## config.mk

```make
export PLATFORM = sky130hd
export DESIGN_NAME = prio_arbiter_rr
export DESIGN_NICKNAME = d
export VERILOG_FILES = /design/src/rtl/prio_arbiter_rr.sv
export SDC_FILE = /design/constraint.sdc
export NUM_CORES = 1
export LEC_CHECK = 0
export BUFFER_PORTS_ARGS = -buffer_cell sky130_fd_sc_hd__buf_2
export CORE_MARGIN = 2
export CORE_UTILIZATION = 63
export DETAILED_ROUTE_END_ITERATION = 8
export HOLD_SLACK_MARGIN = 0.12
export PLACE_DENSITY = 0.86
export SYNTH_ARGS = -nofsm -noshare
export SYNTH_HDL_FRONTEND = slang
export SYNTH_SLANG_ARGS = --single-unit
```

## constraint.sdc

```tcl
create_clock -name clk -period 12.05 [get_ports clk]
set_clock_uncertainty 0.2 [all_clocks]
set_input_delay 3.615 -clock clk [delete_from_list [all_inputs] [get_ports clk]]
set_output_delay 3.615 -clock clk [all_outputs]
set_load 0.02 [all_outputs]
```

## src/rtl/prio_arbiter_rr.sv

```systemverilog
// -----------------------------------------------------------------------------
// prio_arbiter_rr
// N-requester arbiter with registered grant outputs. Clocked successor of the
// 8:3 priority encoder: in fixed mode the highest requesting index wins, in
// round-robin mode the search rotates so the last released holder has the
// lowest priority. A grant is held until acknowledged, withdrawn by its
// requester, or revoked after MAX_HOLD cycles.
//
// Ports
//   clk         rising-edge clock
//   rst_n       asynchronous active-low reset (release is expected to be
//               synchronised to clk upstream)
//   req[N]      request vector, bit i = requester i wants the resource
//   ack         current holder is done (only looked at while gnt_valid=1)
//   gnt_valid   a grant is active
//   gnt_idx     binary index of the granted requester
//   gnt_onehot  one-hot grant vector, all zero while gnt_valid=0
//   timeout     one-cycle pulse: the previous grant was revoked by MAX_HOLD
//
// State table
//   state    | meaning
//   ---------+---------------------------------------------------------------
//   ST_IDLE  | no grant active; any winner is granted on the next edge
//   ST_GRANT | grant active; watch ack / hold limit / withdrawal for release
// -----------------------------------------------------------------------------
module prio_arbiter_rr #(
   parameter int N        = 8,
   parameter int RR_MODE  = 1,
   parameter int MAX_HOLD = 0
) (
   input  logic                 clk,
   input  logic                 rst_n,
   input  logic [N-1:0]         req,
   input  logic                 ack,
   output logic                 gnt_valid,
   output logic [$clog2(N)-1:0] gnt_idx,
   output logic [N-1:0]         gnt_onehot,
   output logic                 timeout
);

   // Derived widths are local so they cannot drift from N / MAX_HOLD.
   localparam int IDXW = $clog2(N);
   localparam int CNTW = (MAX_HOLD > 0) ? $clog2(MAX_HOLD + 1) : 1;

   typedef enum logic {
      ST_IDLE  = 1'b0,
      ST_GRANT = 1'b1
   } state_t;

   state_t          state_q, state_d;
   logic [IDXW-1:0] ptr_q, ptr_d;
   logic [CNTW-1:0] cnt_q, cnt_d;

   logic            valid_d;
   logic [IDXW-1:0] idx_d;
   logic [N-1:0]    onehot_d;
   logic            timeout_d;

   logic            hold_expired;
   logic            rel_ack;
   logic            rel_to;
   logic            rel_abort;
   logic [IDXW-1:0] rot;
   logic [IDXW:0]   pick;
   logic            win_found;
   logic [IDXW-1:0] win_idx;

   // Descending search starting at (rot-1) mod N, wrapping, so index rot is
   // checked last. rot=0 starts at N-1, which is exactly fixed priority.
   // Result is {found, index}.
   function automatic logic [IDXW:0] search(input logic [N-1:0]    r,
                                            input logic [IDXW-1:0] rot_pt);
      logic [IDXW:0]   res;
      logic [IDXW-1:0] jj;
      int              j;
      res = '0;
      for (int k = 0; k < N; k++) begin
         j = int'(rot_pt) - 1 - k;
         if (j < 0) begin
            j = j + N;
         end
         jj = IDXW'(j);
         if (!res[IDXW] && r[jj]) begin
            res = {1'b1, jj};
         end
      end
      return res;
   endfunction

   assign hold_expired = (MAX_HOLD != 0) && (cnt_q == CNTW'(MAX_HOLD));

   // Release decode in priority order: ack, then hold limit, then withdrawal.
   always_comb begin
      rel_ack   = 1'b0;
      rel_to    = 1'b0;
      rel_abort = 1'b0;
      if (state_q == ST_GRANT) begin
         rel_ack   = ack;
         rel_to    = !ack && hold_expired;
         rel_abort = !ack && !hold_expired && !req[gnt_idx];
      end
   end

   // The pointer update on ack/timeout must already steer this cycle's search,
   // so the rotation point is taken from gnt_idx directly in that case.
   always_comb begin
      rot = ptr_q;
      if (rel_ack || rel_to) begin
         rot = gnt_idx;
      end
      if (RR_MODE == 0) begin
         rot = '0;
      end
   end

   assign pick      = search(req, rot);
   assign win_found = pick[IDXW];
   assign win_idx   = pick[IDXW-1:0];

   always_comb begin
      state_d   = state_q;
      ptr_d     = ptr_q;
      cnt_d     = cnt_q;
      valid_d   = gnt_valid;
      idx_d     = gnt_idx;
      onehot_d  = gnt_onehot;
      timeout_d = 1'b0;

      unique case (state_q)
         ST_IDLE: begin
            if (win_found) begin
               state_d           = ST_GRANT;
               valid_d           = 1'b1;
               idx_d             = win_idx;
               onehot_d          = '0;
               onehot_d[win_idx] = 1'b1;
               cnt_d             = CNTW'(1);
            end
         end

         ST_GRANT: begin
            if (rel_ack || rel_to) begin
               ptr_d = gnt_idx;
            end
            timeout_d = rel_to;

            if (rel_ack || rel_to || rel_abort) begin
               if (win_found) begin
                  // back-to-back handover, no bubble
                  valid_d           = 1'b1;
                  idx_d             = win_idx;
                  onehot_d          = '0;
                  onehot_d[win_idx] = 1'b1;
                  cnt_d             = CNTW'(1);
               end else begin
                  // gnt_idx deliberately keeps its last value
                  state_d  = ST_IDLE;
                  valid_d  = 1'b0;
                  onehot_d = '0;
                  cnt_d    = '0;
               end
            end else if ((MAX_HOLD != 0) && (cnt_q != CNTW'(MAX_HOLD))) begin
               cnt_d = cnt_q + CNTW'(1);
            end
         end

         default: begin
            state_d = ST_IDLE;
         end
      endcase
   end

   always_ff @(posedge clk or negedge rst_n) begin
      if (!rst_n) begin
         state_q    <= ST_IDLE;
         ptr_q      <= '0;
         cnt_q      <= '0;
         gnt_valid  <= 1'b0;
         gnt_idx    <= '0;
         gnt_onehot <= '0;
         timeout    <= 1'b0;
      end else begin
         state_q    <= state_d;
         ptr_q      <= ptr_d;
         cnt_q      <= cnt_d;
         gnt_valid  <= valid_d;
         gnt_idx    <= idx_d;
         gnt_onehot <= onehot_d;
         timeout    <= timeout_d;
      end
   end

`ifndef SYNTHESIS
   a_onehot_match: assert property (@(posedge clk) disable iff (!rst_n)
      gnt_valid |-> (gnt_onehot == (N'(1) << gnt_idx)));

   a_onehot_idle: assert property (@(posedge clk) disable iff (!rst_n)
      !gnt_valid |-> (gnt_onehot == '0));

   a_state_valid: assert property (@(posedge clk) disable iff (!rst_n)
      (state_q == ST_GRANT) == gnt_valid);
`endif

endmodule
```

==> implementation parameters, run 1 <==
Parameter                              Value

Run status
  Status ... finished, final reports clean

Clock network
  Reg clk slew, reported paths ... 0.09 ns
  Clock sink count ... 16
  Cells resized by post-CTS repair ... 0
  H-Tree Depth ... 1
  Clock root buffer ... sky130_fd_sc_hd__clkbuf_4
  Latest clock arrival within the worst-skew pair ... 0.29 ns
  Number of post-CTS setup repair buffers ... 0
  Total of hold buffers inserted after clock tree synthesis ... 0
  CTS buffer count ... 3
  Clock buffer depth ... 2
  TritonCTS clock tree ... done

Critical path
  Worst reg2reg setup slack ... 7.72 ns
  Req. time, crit path ... 12.08 ns
  Largest incremental delay on the critical path ... 0.66 ns
  Critical setup path kind ... primary input to register
  Reg-to-reg critical path startpoint ... state_q$_DFF_PN0_
  Cell with the largest stage delay on the worst path ... sky130_fd_sc_hd__mux4_2
  Family with the most delay on the worst path ... multiplexers
  Critical path origin ... ack
  Cells along the critical path ... buf_2 > nand2_1 > mux2_2 > inv_2 > ha_1 > inv_1 > a21oi_2 > nor2_1 > mux4_2 > a311o_1 > o21bai_2 > o22ai_1 > nor3b_4 > a32o_1
  Largest driver fanout on the critical path ... 12
  Number of buffer and inverter instances along the worst setup path ... 3
  CP Launch Type ... primary input
  Critical Path Sink Type ... register
  Worst endpoint data arrival time ... 7.24 ns

Layout
  Fill cells ... 230
  Leading cell type in the layout, fill and taps excluded ... sky130_fd_sc_hd__buf_2
  Area growth from synthesis to final layout ... 5.78%
  ANT cells ... 0
  Post-layout nets ... 231
  Most used cells in the layout excluding fill and tap cells ... 22 x sky130_fd_sc_hd__buf_2, 16 x sky130_fd_sc_hd__nand2_1, 16 x sky130_fd_sc_hd__dfrtp_1, 14 x sky130_fd_sc_hd__mux2i_1
  Utilization after layout ... 68.4%
  Proportion of layout cells with a drive suffix above 1 ... 30.0%
  Final instance area ... 2040 sq um

STA
  Shortest clock period the worst path allows after layout ... 7.21 ns
  Transition time at the pin with the least slew margin ... 0.556 ns
  Setup repair after global routing missed its margin ... no
  Aggregate negative setup slack ... 0 ns
  Total of endpoints with negative setup slack in the final report ... 0
  Number of hold-slack violations in the final timing report ... 0
  Count of final max-slew check failures ... 0
  Max_slew headroom ... 62.8%
  Maximum operating frequency ... 0.139 GHz
  Part of the cycle the worst path needs ... 59.8%

Synthesis
  Ys flop type ... sky130_fd_sc_hd__dfrtp_1
  Number of enable flip-flop cells after synthesis ... 0
  Top-area cell type share of the netlist area ... 20.8%
  Cell area after synthesis ... 1930 sq um
  Cell taking the most area after synthesis ... sky130_fd_sc_hd__dfrtp_1
  Post-Syn Instances ... 201
  Cell variety after synth ... 67
  Per-instance average area after synthesis ... 9.59 sq um
  Number of nets produced by synthesis ... 214
  Async set-reset flop share out of synthesis ... 100%
  Seq cells post-synth ... 16
  Fraction of the yosys area taken by sequential cells ... 20.8%
  Biggest area contributors in the synthesized netlist ... sky130_fd_sc_hd__dfrtp_1 21%, sky130_fd_sc_hd__mux4_2 11%, sky130_fd_sc_hd__mux2i_1 7.3%
  Warnings from Yosys ... 0

Routing
  Starting DRT DRC Count ... 146
  Drt via density ... 7.23
  Final routed wire length divided by cell count ... 19.3 um
  Antenna Violating Nets Remaining ... 0
  Vias post-DR ... 1807
  DRT Wirelength ... 4810 um
  TritonRoute pass-1 iters ... 5
  Number of DRC violations after detailed routing ... 0

Floorplan
  Chip width ... 59.3 um
  Area of the die ... 3520 sq um
  Chip height ... 59.3 um
  Number of primary I/O pins ... 24
  CORE AREA ... 2980 sq um
  Effective utilization at floorplan ... 64.7%
  Number of cell rows ... 20

Global route
  First-pass GRT wire length ... 8130 um
  Pin count of the biggest net entering global routing ... 17
  Number of global-route vias before repair ... 1700
  Number of antenna violations at the first check in global routing ... 0
  GR Util All Layers ... 30.5%
  GRT overflow ... 0

Hold path
  Origin of the worst min-delay path ... gnt_onehot[7]$_DFFE_PN0P_
  Path type of the worst min-delay path ... register to register

Placement
  Instance area after placement ... 2000 sq um
  Final weighted congestion in routability-driven placement ... 1.05
  Post-detailed-placement half-perimeter wirelength ... 3710 um
  Buffers added on ports ... 22

Run
  Max Cap Viol ... 0
## registers in the layout (all words and copies together) (netlist names)
| name | count |
|---|---|
| ptr_q | 3 |
| gnt_onehot | 8 |
| gnt_idx | 3 |
| gnt_valid | 1 |
| state_q | 1 |
## metrics by stage
stage | worst slack [ns] | cells | hold WS, ns
floorplan | 4.95 | 201 | 0.395
global placement | 4.72 | 246 | 0.270
detailed placement | 4.59 | 246 | 0.271
CTS | 4.90 | 250 | 0.299
global route | 4.66 | 250 | 0.316
finish | 4.84 | 250 | 0.296
## worst register-to-register path, stage by stage (launching register included)
cell,delay [ns]
sky130_fd_sc_hd__dfrtp_1,0.61
sky130_fd_sc_hd__nand2_1,0.11
sky130_fd_sc_hd__mux2_2,0.47
sky130_fd_sc_hd__inv_2,0.19
sky130_fd_sc_hd__ha_1,0.28
sky130_fd_sc_hd__inv_1,0.13
sky130_fd_sc_hd__a21oi_2,0.07
sky130_fd_sc_hd__nor2_1,0.40
sky130_fd_sc_hd__mux4_2,0.66
sky130_fd_sc_hd__a311o_1,0.36
sky130_fd_sc_hd__o21bai_2,0.11
sky130_fd_sc_hd__o22ai_1,0.14
sky130_fd_sc_hd__nor3b_4,0.33
sky130_fd_sc_hd__a32o_1,0.21
## final timing paths
kind	to	cells past startpoint
max	gnt_onehot[2]$_DFFE_PN0P_	14
min	gnt_onehot[7]$_DFFE_PN0P_	1
max reg2reg	gnt_onehot[2]$_DFFE_PN0P_	13
min reg2reg	gnt_onehot[7]$_DFFE_PN0P_	1
max in group asynchronous	gnt_idx[1]$_DFFE_PN0P_	1
min in group asynchronous	gnt_onehot[5]$_DFFE_PN0P_	1
## final cells by class
type                       instances  area (sq um)  share of cell area, %
clock buffer                       4          36.3                   1.78
inverter                           8          32.5                   1.60
multi-input combinational        167          1420                   69.6
sequential                        16           400                   19.6
tap                               33          41.3                   2.03
timing repair buffer              22           110                   5.40
## layer usage
metal	part of all wire (%)	global-route usage (%)	wire length, um
met5	0	0	0
met4	2.0	7.79	96
met3	8.3	6.55	400
met2	47	46.0	2250
met1	43	44.6	2070
## cells by family (layout without fill, tap and decap cells)
kind of cell	after synthesis	after routing	share of synthesized area [%]
other	1	1	0.195
xor gates and xnor gates	2	2	1.30
AOI/OAI and AO/OA	65	65	26.5
and+or+nand+nor	66	66	20.9
buffers and inverters	18	34	5.65
DFF	16	16	20.8
muxes	31	31	23.4
adders and majority gates	2	2	1.30
## synthesized netlist by cell type (all sizes together), types with 3 or more instances
cell type  instances
a21boi             3
o21a               3
o211ai             4
mux2               6
dfrtp             16
and3               3
a21oi              8
nand3             11
a31oi              4
buf                8
mux4               9
nor4               4
a32o               8
inv                7
o22ai              4
mux2i             16
a211oi             5
nor3               6
o21ai             11
nor2              11
nand2             17
Power of run 1 is not shown: default switching activity piles up to over one toggle a cycle in this logic, so the estimate is an artifact.
==> run 2, diff against run 1 <==
--- a/config.mk
+++ b/config.mk
@@ -7,10 +7,10 @@
 export LEC_CHECK = 0
 export BUFFER_PORTS_ARGS = -buffer_cell sky130_fd_sc_hd__buf_2
 export CORE_MARGIN = 2
-export CORE_UTILIZATION = 63
+export CORE_UTILIZATION = 59
 export DETAILED_ROUTE_END_ITERATION = 8
 export HOLD_SLACK_MARGIN = 0.12
-export PLACE_DENSITY = 0.86
+export PLACE_DENSITY = 0.81
 export SYNTH_ARGS = -nofsm -noshare
 export SYNTH_HDL_FRONTEND = slang
 export SYNTH_SLANG_ARGS = --single-unit
==> constraint.sdc (replaced) <==
create_clock -name clk -period 6.7 [get_ports clk]
set_clock_uncertainty 0.2 [all_clocks]
set_input_delay 2.01 -clock clk [delete_from_list [all_inputs] [get_ports clk]]
set_output_delay 2.01 -clock clk [all_outputs]
set_load 0.02 [all_outputs]
==> implementation parameters, run 2 (synthesis gave the netlist of run 1 again) <==
Parameter                              Value

Routing
  Drt via density ... 7.02
  Final routed wire length divided by cell count ... 20.3 um
  Antenna Violating Nets Remaining ... 0
  Number of DRC violations after detailed routing ... 0
  Vias post-DR ... 1832
  TritonRoute pass-1 iters ... 5
  DRT Wirelength ... 5310 um
  Starting DRT DRC Count ... 193

Clock network
  Number of post-CTS setup repair buffers ... 0
  H-Tree Depth ... 1
  Reg clk slew, reported paths ... 0.09 ns
  Clock buffer depth ... 2
  Latest clock arrival within the worst-skew pair ... 0.29 ns
  Cells resized by post-CTS repair ... 0
  TritonCTS clock tree ... done
  Clock root buffer ... sky130_fd_sc_hd__clkbuf_4
  Total of hold buffers inserted after clock tree synthesis ... 0
  Clock sink count ... 16
  CTS buffer count ... 3

Critical path
  CP Launch Type ... primary input
  Req. time, crit path ... 6.69 ns
  Largest driver fanout on the critical path ... 12
  Critical Path Sink Type ... register
  Worst endpoint data arrival time ... 5.56 ns
  Critical setup path kind ... primary input to register

Layout
  Area growth from synthesis to final layout ... 6.49%
  Number of flip-flops in the largest register ... 8
  Register name with the most flops ... gnt_onehot
  ANT cells ... 0
  Registers with the most flip-flops ... gnt_onehot x8, gnt_idx x3, ptr_q x3
  Most used cells in the layout excluding fill and tap cells ... 22 x sky130_fd_sc_hd__buf_2, 16 x sky130_fd_sc_hd__nand2_1, 16 x sky130_fd_sc_hd__dfrtp_1, 14 x sky130_fd_sc_hd__mux2i_1
  Post-layout nets ... 231
  Proportion of layout cells with a drive suffix above 1 ... 30.0%
  Leading cell type in the layout, fill and taps excluded ... sky130_fd_sc_hd__buf_2

Pwr
  Max VDD drop ... 0.498 mV
  PnR Total Power ... 1320 uW
  Leak Pwr ... 0.000870 uW
  Pwr per Cell Area ... 646 nW/um^2

STA
  Setup repair after global routing missed its margin ... no
  Maximum operating frequency ... 0.179 GHz
  Max_slew headroom ... 64.4%
  Aggregate negative setup slack ... 0 ns
  Total of endpoints with negative setup slack in the final report ... 0
  Transition time at the pin with the least slew margin ... 0.531 ns
  Number of hold-slack violations in the final timing report ... 0
  Count of final max-slew check failures ... 0
  Part of the cycle the worst path needs ... 83.2%
  Shortest clock period the worst path allows after layout ... 5.58 ns

Floorplan
  Effective utilization at floorplan ... 62.6%
  CORE AREA ... 3080 sq um
  Chip width ... 61.1 um
  Number of cell rows ... 20
  Chip height ... 61.1 um
  Number of primary I/O pins ... 24
  Area of the die ... 3740 sq um

Placement
  Buffers added on ports ... 22
  Post-detailed-placement half-perimeter wirelength ... 4080 um
  Final weighted congestion in routability-driven placement ... 0.946

Global route
  GR Util All Layers ... 31.3%
  Number of antenna violations at the first check in global routing ... 0
  GRT overflow ... 0
  Pin count of the biggest net entering global routing ... 17
  Number of global-route vias before repair ... 1709
  First-pass GRT wire length ... 8530 um

Run status
  Status ... finished, final reports clean

Hold path
  Path type of the worst min-delay path ... register to register

Run
  Max Cap Viol ... 0
## run 2: cell counts in the layout (fill, tap and decap cells not counted)
No cell type changed its count.
## run 2: metal layers
metal	wire, um	global-route usage (%)	up-vias
met2	2600	51.1	109
met4	153	13.7	0
met3	389	3.99	19
met5	0	0	-
met1	2170	41.9	883
li1	-	-	821
## run 2: where the power goes
part           internal [uW]  leakage [uW]  switching [uW]
clock network           33.2     0.0000210            30.9
logic                    452      0.000651             647
registers                133      0.000198            29.1
total                    618      0.000870             707
## run 2: path summary, 6_finish.rpt
kind | start | endpoint | slack, ns | cells after the start
worst max register to register | state_q$_DFF_PN0_ | gnt_onehot[5]$_DFFE_PN0P_ | 2.41 | 13
min in group asynchronous | rst_n | gnt_onehot[3]$_DFFE_PN0P_ | 1.40 | 1
worst min-delay path | gnt_valid$_DFFE_PN0P_ | gnt_valid$_DFFE_PN0P_ | 0.28 | 1
worst max-delay path | ack | gnt_onehot[5]$_DFFE_PN0P_ | 1.12 | 14
max in group asynchronous | rst_n | gnt_onehot[2]$_DFFE_PN0P_ | 4.64 | 1
worst min register to register | gnt_valid$_DFFE_PN0P_ | gnt_valid$_DFFE_PN0P_ | 0.28 | 1
## run 2: stage by stage
stage / cell area (sq um) / hold slack, ns / setup slack, ns / util (%) / instances
floorplan: 1930 / 0.395 / 1.20 / - / 201
global placement: 2020 / 0.255 / 1.01 / 65.5 / 257
detailed placement: 2020 / 0.261 / 0.863 / 65.5 / 257
CTS: 2050 / 0.283 / 1.17 / 66.7 / 261
global route: 2050 / 0.322 / 0.827 / 66.7 / 261
finish: 2050 / 0.277 / 1.12 / 66.7 / 261
## run 2: critical path, cell delays in order
cell	delay, ns
sky130_fd_sc_hd__buf_2	0.20
sky130_fd_sc_hd__nand2_1	0.08
sky130_fd_sc_hd__mux2_2	0.44
sky130_fd_sc_hd__inv_2	0.18
sky130_fd_sc_hd__ha_1	0.27
sky130_fd_sc_hd__inv_1	0.12
sky130_fd_sc_hd__a21oi_2	0.07
sky130_fd_sc_hd__nor2_1	0.44
sky130_fd_sc_hd__mux4_2	0.67
sky130_fd_sc_hd__a311o_1	0.36
sky130_fd_sc_hd__o21bai_2	0.11
sky130_fd_sc_hd__o22ai_1	0.14
sky130_fd_sc_hd__and2_1	0.23
sky130_fd_sc_hd__a32o_1	0.24
## run 2: layout make-up
class                   instances  area, sq um
multi-input cells             167         1420
fillers                       257         1030
flip-flops and latches         16          400
repair buffers                 22          110
well taps                      44         55.1
clock buffers                   4         36.3
inverters                       8         32.5
Power figures use the tool's default switching activity.
==> run 3, diff against run 2 <==
--- a/config.mk
+++ b/config.mk
@@ -7,10 +7,10 @@
 export LEC_CHECK = 0
 export BUFFER_PORTS_ARGS = -buffer_cell sky130_fd_sc_hd__buf_2
 export CORE_MARGIN = 2
-export CORE_UTILIZATION = 59
+export CORE_UTILIZATION = 53
 export DETAILED_ROUTE_END_ITERATION = 8
 export HOLD_SLACK_MARGIN = 0.12
-export PLACE_DENSITY = 0.81
+export PLACE_DENSITY = 0.77
 export SYNTH_ARGS = -nofsm -noshare
 export SYNTH_HDL_FRONTEND = slang
 export SYNTH_SLANG_ARGS = --single-unit
==> constraint.sdc (replaced) <==
create_clock -name clk -period 5.1 [get_ports clk]
set_clock_uncertainty 0.2 [all_clocks]
set_input_delay 1.53 -clock clk [delete_from_list [all_inputs] [get_ports clk]]
set_output_delay 1.53 -clock clk [all_outputs]
set_load 0.02 [all_outputs]
==> implementation parameters, run 3 (synthesis gave the netlist of run 1 again) <==
Parameter                              Value

STA
  Maximum operating frequency ... 0.212 GHz
  Aggregate negative setup slack ... 0 ns
  Transition time at the pin with the least slew margin ... 0.462 ns
  Shortest clock period the worst path allows after layout ... 4.72 ns
  Max_slew headroom ... 68.3%
  Count of final max-slew check failures ... 0
  Total of endpoints with negative setup slack in the final report ... 0
  Setup repair after global routing missed its margin ... no
  Part of the cycle the worst path needs ... 92.6%
  Final WS setup ... 0.377 ns
  Number of hold-slack violations in the final timing report ... 0

Floorplan
  Area of the die ... 4130 sq um
  Number of primary I/O pins ... 24
  Effective utilization at floorplan ... 56.4%
  Chip width ... 64.3 um
  CORE AREA ... 3420 sq um
  Number of cell rows ... 21
  Chip height ... 64.3 um

Layout
  Area growth from synthesis to final layout ... 10.5%
  Leading cell type in the layout, fill and taps excluded ... sky130_fd_sc_hd__buf_2
  Most used cells in the layout excluding fill and tap cells ... 22 x sky130_fd_sc_hd__buf_2, 16 x sky130_fd_sc_hd__nand2_1, 16 x sky130_fd_sc_hd__dfrtp_1, 14 x sky130_fd_sc_hd__mux2i_1
  Fill cells ... 294
  Proportion of layout cells with a drive suffix above 1 ... 33.0%
  Number of flip-flops in the largest register ... 8
  ANT cells ... 0
  Post-layout nets ... 241
  Register name with the most flops ... gnt_onehot
  Registers with the most flip-flops ... gnt_onehot x8, gnt_idx x3, ptr_q x3
  Final instance area ... 2130 sq um

Clock network
  Reg clk slew, reported paths ... 0.09 ns
  Latest clock arrival within the worst-skew pair ... 0.28 ns
  Cells resized by post-CTS repair ... 0
  TritonCTS clock tree ... done
  H-Tree Depth ... 1
  Clock sink count ... 16
  Total of hold buffers inserted after clock tree synthesis ... 0
  CTS buffer count ... 3
  Clock root buffer ... sky130_fd_sc_hd__clkbuf_4
  Number of post-CTS setup repair buffers ... 0
  Clock buffer depth ... 2

Critical path
  Reg-to-reg critical path startpoint ... state_q$_DFF_PN0_
  CP Launch Type ... primary input
  Req. time, crit path ... 5.08 ns
  Critical Path Sink Type ... register
  Worst endpoint data arrival time ... 4.70 ns
  Critical path origin ... ack
  Largest driver fanout on the critical path ... 10
  Critical setup path kind ... primary input to register

Global route
  GR Util All Layers ... 25.4%
  Pin count of the biggest net entering global routing ... 17
  First-pass GRT wire length ... 8300 um
  Number of antenna violations at the first check in global routing ... 0
  GRT overflow ... 0
  Number of global-route vias before repair ... 1645

Placement
  Final weighted congestion in routability-driven placement ... 0.943
  Buffers added on ports ... 22
  Pre-CTS setup slack ... 0.102 ns
  Post-detailed-placement half-perimeter wirelength ... 3850 um
  Instance area after placement ... 2090 sq um

Routing
  TritonRoute pass-1 iters ... 5
  Drt via density ... 6.56
  Final routed wire length divided by cell count ... 17.6 um
  Starting DRT DRC Count ... 167
  Number of DRC violations after detailed routing ... 0
  Vias post-DR ... 1790
  DRT Wirelength ... 4800 um
  Antenna Violating Nets Remaining ... 0

Hold path
  Path type of the worst min-delay path ... register to register
  Origin of the worst min-delay path ... gnt_valid$_DFFE_PN0P_

Run
  Max Cap Viol ... 0

Run status
  Status ... finished, final reports clean
-- run 3: cell count changes in the layout (fill, tap and decap cells not counted) --
cell                    previous run  this run
sky130_fd_sc_hd__buf_4             0        10
-- run 3: stage by stage --
stage	util [%]	instances	hold slack, ns
CTS	62.3	273	0.293
floorplan	-	201	0.395
global placement	61.3	269	0.266
detailed placement	61.3	269	0.267
global route	62.3	273	0.325
finish	62.3	273	0.288
-- run 3: cell type report --
type / count / area [sq um] / area share [%]
Tap cell: 46 / 57.6 / 2.70
Timing Repair Buffer: 32 / 185 / 8.70
Inverter: 8 / 32.5 / 1.53
Sequential cell: 16 / 400 / 18.8
Clock buffer: 4 / 36.3 / 1.70
Multi-Input combinational cell: 167 / 1420 / 66.6
-- run 3: worst max-delay path, stage by stage --
cell and delay [ns]:
sky130_fd_sc_hd__buf_2 0.17, sky130_fd_sc_hd__a21bo_1 0.25, sky130_fd_sc_hd__nand2_8 0.13, sky130_fd_sc_hd__inv_4 0.04, sky130_fd_sc_hd__ha_1 0.24, sky130_fd_sc_hd__inv_1 0.12, sky130_fd_sc_hd__a21oi_2 0.07, sky130_fd_sc_hd__nor2_1 0.40
sky130_fd_sc_hd__mux4_2 0.65, sky130_fd_sc_hd__a311o_1 0.35, sky130_fd_sc_hd__o21bai_2 0.10, sky130_fd_sc_hd__o22ai_1 0.16, sky130_fd_sc_hd__and2_1 0.25, sky130_fd_sc_hd__a32o_1 0.24
-- run 3: worst paths after layout --
| kind | to | slack, ns | cells past startpoint |
|---|---|---|---|
| max in group asynchronous | gnt_onehot[2]$_DFFE_PN0P_ | 3.51 | 1 |
| max | gnt_onehot[4]$_DFFE_PN0P_ | 0.38 | 14 |
| max reg2reg | gnt_onehot[4]$_DFFE_PN0P_ | 1.18 | 13 |
| min | gnt_valid$_DFFE_PN0P_ | 0.29 | 1 |
| min reg2reg | gnt_valid$_DFFE_PN0P_ | 0.29 | 1 |
| min in group asynchronous | gnt_onehot[1]$_DFFE_PN0P_ | 0.94 | 1 |
-- run 3: per-layer routing --
metal / vias to the layer above / global-route usage (%) / share of wire (%)
met4: 0 / 6.38 / 1.1
li1: 845 / - / -
met5: - / 0 / 0
met3: 6 / 3.70 / 7.7
met1: 850 / 37.3 / 45
met2: 89 / 39.5 / 46
Power of run 3 is left out for the same reason.
